===== config.mk =====
export PLATFORM = sky130hd
export DESIGN_NAME = bios_mem_arbiter
export DESIGN_NICKNAME = d
export VERILOG_FILES = /design/src/rtl/bios_mem_arbiter.sv
export SDC_FILE = /design/constraint.sdc
export NUM_CORES = 1
export LEC_CHECK = 0
export BUFFER_PORTS_ARGS = -buffer_cell sky130_fd_sc_hd__buf_2
export CAP_MARGIN = 0
export CELL_PAD_IN_SITES_DETAIL_PLACEMENT = 0
export CELL_PAD_IN_SITES_GLOBAL_PLACEMENT = 1
export CORE_MARGIN = 2
export CORE_UTILIZATION = 14
export DETAILED_ROUTE_END_ITERATION = 6
export HOLD_SLACK_MARGIN = 0.15
export PLACE_DENSITY = 0.87
export SLEW_MARGIN = 10
export SYNTH_ARGS = -nofsm -noshare
export SYNTH_HDL_FRONTEND = slang
export SYNTH_SLANG_ARGS = --single-unit

===== constraint.sdc =====
create_clock -name clk -period 1.8 [get_ports clk]
set_input_delay 0.36 -clock clk [delete_from_list [all_inputs] [get_ports clk]]
set_output_delay 0.36 -clock clk [all_outputs]
set_load 0.05 [all_outputs]

===== src/rtl/bios_mem_arbiter.sv =====
// bios_mem_arbiter: shares the single-port BIOS memory between the instruction
// fetch port and the load/store data port. Data wins by default; a fetch that
// has been denied MAX_WAIT cycles in a row is forced through. Read data comes
// back one cycle after the grant and is steered by a registered response tag.
module bios_mem_arbiter #(
   parameter int ADDR_W   = 12,
   parameter int MAX_WAIT = 4    // legal range 1..15
) (
   input  logic              clk,
   input  logic              rst,

   input  logic              if_req,
   input  logic [ADDR_W-1:0] if_addr,
   output logic              if_gnt,
   output logic              if_rvalid,
   output logic [31:0]       if_rdata,

   input  logic              d_req,
   input  logic [3:0]        d_we,
   input  logic [ADDR_W-1:0] d_addr,
   input  logic [31:0]       d_wdata,
   output logic              d_gnt,
   output logic              d_rvalid,
   output logic [31:0]       d_rdata,

   output logic              mem_en,
   output logic [3:0]        mem_we,
   output logic [ADDR_W-1:0] mem_addr,
   output logic [31:0]       mem_wdata,
   input  logic [31:0]       mem_rdata
);

   localparam logic [3:0] MAX_WAIT_C = 4'(MAX_WAIT);

   // Which requester owns the read data arriving next cycle.
   typedef enum logic [1:0] {
      RESP_NONE = 2'd0,
      RESP_IF   = 2'd1,
      RESP_D    = 2'd2
   } resp_t;

   logic [3:0] wait_cnt;
   resp_t      resp_sel;
   resp_t      resp_next;

   // Grant selection: data has priority unless the fetch has waited its limit.
   always_comb begin
      // NOTE: every output of a combinational block gets a default first so no
      // path leaves it unassigned, which would otherwise infer a latch.
      if_gnt = 1'b0;
      d_gnt  = 1'b0;
      if (!rst) begin
         if (if_req && d_req) begin
            if (wait_cnt >= MAX_WAIT_C) begin
               if_gnt = 1'b1;
            end else begin
               d_gnt = 1'b1;
            end
         end else begin
            if_gnt = if_req;
            d_gnt  = d_req;
         end
      end
   end

   // Memory port mux: driven from the granted requester, all zero when idle.
   always_comb begin
      mem_en    = 1'b0;
      mem_we    = 4'h0;
      mem_addr  = '0;
      mem_wdata = 32'h0;
      if (if_gnt) begin
         mem_en   = 1'b1;
         mem_addr = if_addr;
      end else if (d_gnt) begin
         mem_en    = 1'b1;
         mem_we    = d_we;
         mem_addr  = d_addr;
         mem_wdata = d_wdata;
      end
   end

   // Starvation counter: counts consecutive denied fetch cycles, saturating.
   always_ff @(posedge clk) begin
      // NOTE: sequential state uses non-blocking assignments so every register
      // samples pre-edge values regardless of statement order.
      if (rst) begin
         wait_cnt <= 4'd0;
      end else if (!if_req || if_gnt) begin
         wait_cnt <= 4'd0;
      end else if (wait_cnt < MAX_WAIT_C) begin
         wait_cnt <= wait_cnt + 4'd1;
      end
   end

   // Next response tag: a granted fetch or data read expects data next cycle.
   always_comb begin
      resp_next = RESP_NONE;
      if (if_gnt) begin
         resp_next = RESP_IF;
      end else if (d_gnt && (d_we == 4'h0)) begin
         resp_next = RESP_D;
      end
   end

   // Response tag register; reset drops any outstanding read.
   always_ff @(posedge clk) begin
      if (rst) begin
         resp_sel <= RESP_NONE;
      end else begin
         resp_sel <= resp_next;
      end
   end

   // A response still in flight when reset arrives is suppressed immediately.
   assign if_rvalid = !rst && (resp_sel == RESP_IF);
   assign d_rvalid  = !rst && (resp_sel == RESP_D);
   assign if_rdata  = mem_rdata;
   assign d_rdata   = mem_rdata;

endmodule


### Word level (Yosys, flattened, before mapping)

Cells that the tools add are included.

* add/sub/neg operators: 1
* $lt $le $gt $ge: 2
* equality and inequality tests: 2
* multiplexer cells: 16
* reduce and logical (&&, ||, !) cells: 10

Operators with widths (count)
* $mux W32: 2
* $mux W12: 2
* $mux W1: 9
* $mux W4: 2
* $add A4 B1 Y4 const B: 1
* $ge A4 B3 Y1 const B: 1
* $logic_and A1 B1 Y1: 4
* $logic_not A4 Y1: 1
* $lt A4 B3 Y1 const B: 1
* $reduce_or A2 Y1: 2
* $eq A2 B1 Y1 const B: 1
* $eq A2 B2 Y1 const B: 1
* $logic_not A1 Y1: 2
* $mux W2: 1
* $logic_or A1 B1 Y1: 1

* register bits after elaboration: 6
* bits of input ports: 96
* output and inout bits: 117
* word-level logic and storage cells: 34

### Depth between registers and ports, before layout

* depth after elaboration: 7
* depth in mapped cells: 5
* mapped depth without buffers: 3

### Least setup slack after synthesis

OpenSTA, ideal clock, no wires.

* path type: input to output
* start: input port rst
* end: output port d_rvalid
* arrival: 1.518 ns
* required time: 1.440 ns
* slack: -0.078 ns
* stages: 1
* path buffers: 0
* cells stage by stage: nor3b_1

* longest elaborated chain between the ends: 2

RTL lines
* start, declared: line 10 `input logic rst,`
* $logic_not A1 Y1: line 117 `assign d_rvalid = !rst && (resp_sel == RESP_D);`
* $logic_and A1 B1 Y1: line 117
* end, declared: line 23 `output logic d_rvalid,`

Every way passes these cells.

### Worst setup path after layout

* start: register wait_cnt[2]
* end: output port mem_addr[7]

* longest elaborated chain between the ends: 6
* elaborated cells between the ends (all ways): 9

RTL lines
* start, declared: line 42 `logic [3:0] wait_cnt;`
* start signal, assigned: line 92 `wait_cnt <= wait_cnt + 4'd1;`
* $ge A4 B3 Y1 *: line 54 `if (wait_cnt >= MAX_WAIT_C) begin`
* $mux W1: line 54
* $mux W1: line 53 `if (if_req && d_req) begin`
* $mux W1: line 52 `if (!rst) begin`
* $mux W12: line 75 `end else if (d_gnt) begin`
* $mux W12 *: line 72 `if (if_gnt) begin`
* end, declared: line 28 `output logic [ADDR_W-1:0] mem_addr,`

Mark *: on every way between the ends. The rest lies on a longest branch, timed or not.

==> flow_metrics.py <==
metrics = {
    "logic_synthesis": {
        "netlist_area_um2": 1111,
        "syn_inst": 144,
        "ys_ff_latch": 6,
        "async_reset_ff_share_pct": 0,
        "ys_top_cells_by_count": "buf_4, and2_1, a22o_1",
        "ys_warn_count": 0,
        "yosysTopAreaCell": "buf_4",
        "yosysSeqAreaShare_pct": 10.81,
        "synth_edf_count": 0,
        "synth.most_common_cell": "buf_4",
        "ys_types": 19,
        "yosys_most_used_dff": "dfxtp_1",
        "yosysTopAreaCellShare_pct": 43.24,
        "ys_top_cells_by_area": "buf_4, and2_1, dfxtp_1, a22o_1, buf_6",
        "avgSynthCellArea_um2": 7.716,
        "synth_nets": 241,
    },
    "grt": {
        "grt_pass1_vias": 1029,
        "grt.busiest_layer": "met2",
        "grt_max_degree": 51,
        "antenna_found_initial": 0,
        "grt_pass1_wl_um": 5492,
        "met2_usage_pct": 14.98,
        "track_usage_pct": 8.254,
        "grt_overflow": 0,
        "grtUsageMet1_pct": 8.125,
        "use_met3_pct": 4.190,
    },
    "timing": {
        "finalMaxSlewViolations": 0,
        "period_needed_ns": 1.798,
        "min_period_over_period_pct": 99.88,
        "rsz0062_at_grt": "true",
        "final-setup-viol-count": 0,
        "tns_ns": 0,
        "clock-skew-final_ns": 0.0004378,
        "hold_viol_final": 0,
        "fmax_ghz": 0.5562,
    },
    "clock_tree": {
        "cts_root_buf": "clkbuf_8",
        "hold_buffers": 0,
        "cts_tree": "yes",
        "path_clk_slew_ns": 0.04,
        "clk_path_buf_depth": 2,
        "numCtsBuffers": 3,
        "htreeDepth": 1,
        "cts_setup_buffers": 0,
        "insertion_delay_ns": 0.22,
        "clock_sink_count": 6,
    },
    "power": {
        "power.share.clock_pct": 25.1,
        "power_density_nw_per_um2": 465.3,
        "p_leak_nw": 0.8956,
        "p_sw_share_pct": 41.52,
        "intPower_uw": 469.8,
        "p_comb_share_pct": 57.6,
        "switchingPower_uw": 333.5,
        "ir_drop_mv": 0.4318,
        "seqPwrFrac_pct": 17.3,
    },
    "floorplanning": {
        "rows": 32,
        "core_area_um2": 7727,
        "initial_utilization_pct": 14.38,
        "die-area_um2": 8665,
        "pin_count": 213,
        "die_x_um": 93.09,
        "die_h_um": 93.09,
    },
    "placed_design": {
        "placed_area_um2": 1391,
        "portBuffers": 116,
        "hpwl_um": 3302,
        "gp_congestion": 0.6514,
    },
    "finish": {
        "areaGrowthSynthToFinish_pct": 55.41,
        "final_area_um2": 1727,
        "diodes": 0,
        "nNetsFinal": 295,
        "drive_gt1_share_pct": 71.94,
        "num-fill-cells": 868,
    },
    "setup_path": {
        "crit_path_max_fanout": 50,
        "critPathArrivalTime_ns": 1.44,
        "critical_path.startpoint": "wait_cnt[2]",
        "rr_startpoint": "wait_cnt[2]",
        "critPathLaunchType": "flop",
        "end_kind": "primary output",
        "r2r_cells": 4,
        "critPathKind": "reg2out",
        "worstPathRequired_ns": 1.44,
    },
    "drt": {
        "drt_first_pass_iters": 3,
        "wl_per_cell_um": 13.31,
        "antenna_left": 0,
        "drt_iter0_markers": 18,
        "viasPerCell": 3.550,
        "vias": 1058,
        "routed_wl_um": 3965,
        "route.detailed.drc": 0,
    },
    "worst_hold_path": {
        "min_path_cells": 1,
        "hp-class": "reg2reg",
        "hp-start": "wait_cnt[0]",
    },
    "flow_run": {
        "maxCapViolations": 0,
    },
    "status": {
        "outcome": "finished, final reports clean",
    },
}
-- area by class of cell --
type                            count  area, um^2  share of cell area [%]
Tap cell                          102       127.6                   7.391
Timing Repair Buffer              120       957.2                   55.43
Multi-Input combinational cell     67       479.2                   27.75
Sequential cell                     6       121.4                   7.029
Clock buffer                        3       41.29                   2.391
-- worst max-delay path: stages (launching register included) --
cell and delay (ns):
dfxtp_1 0.35, o21ai_1 0.06, and3b_2 0.22, buf_12 0.16, a22o_1 0.24, buf_6 0.16
-- registers in the layout, summed over array words and instances, names as in the netlist --
| register | cells |
|---|---|
| resp_sel | 2 |
| wait_cnt | 4 |
-- cells in the final DEF, fill, tap and decap left out, drive strengths merged --
cell	count
nor3	1
and3	3
dfxtp	6
and3b	1
nor2	4
nor3b	3
conb	1
and2	36
a22o	12
ha	1
clkbuf	3
buf	120
nor2b	3
o21ai	1
nand2	1
-- kinds of logic after synthesis --
family / after synthesis / synth area share, %
and+or+nand+nor: 52 / 29.73
DFF: 6 / 10.81
other: 1 / 0.3375
adders and majority gates: 1 / 1.126
AOI/OAI and AO/OA: 13 / 9.909
buffers and inverters: 71 / 48.09
-- routing by layer --
metal / part of all wire [%] / vias to the layer above / wire, um
li1: - / 498 / -
met1: 34 / 456 / 1346
met2: 51 / 83 / 2026
met3: 12 / 21 / 490
met4: 2.6 / 0 / 102
met5: 0 / - / 0
-- power by group through the flow --
stage          registers (mW)  logic (mW)  clock network (mW)
3_5_place_dp            0.141       0.399                   0
5_1_grt                 0.139       0.487               0.222
4_1_cts                 0.139       0.448               0.206
2_1_floorplan           0.140       0.643                   0
3_3_place_gp            0.141       0.397                   0
6_report                0.139       0.463               0.202
-- repair_timing --
action / in CTS / in global routing
resized for setup: 70 / 25
endpoints found under the setup margin: 48 / 48
endpoints found under the hold margin: 0 / 0
pin swaps: 0 / 1
-- per-stage QoR --
step           hold slack, ns  instances  worst slack, ns  power (mW)  util, %
5_1_grt                0.4351        298         -0.07201      0.8483    22.34
3_5_place_dp           0.4093        295         0.008605      0.5402    18.01
3_3_place_gp           0.4034        295          0.03305      0.5373    18.01
2_1_floorplan          0.3958        144          0.03648      0.7831        -
6_report               0.4107        298         0.002106      0.8034    22.34
4_1_cts                0.4144        298         -0.01355      0.7930    21.16
-- path summary, 6_finish.rpt --
| check | slack (ns) | endpoint |
|---|---|---|
| max | 0.002 | mem_addr[7] |
| min | 0.41 | wait_cnt[0] |
| max reg2reg | 0.74 | resp_sel[1] |
| min reg2reg | 0.41 | wait_cnt[0] |
No activity file was read; power rests on OpenSTA's default activity.
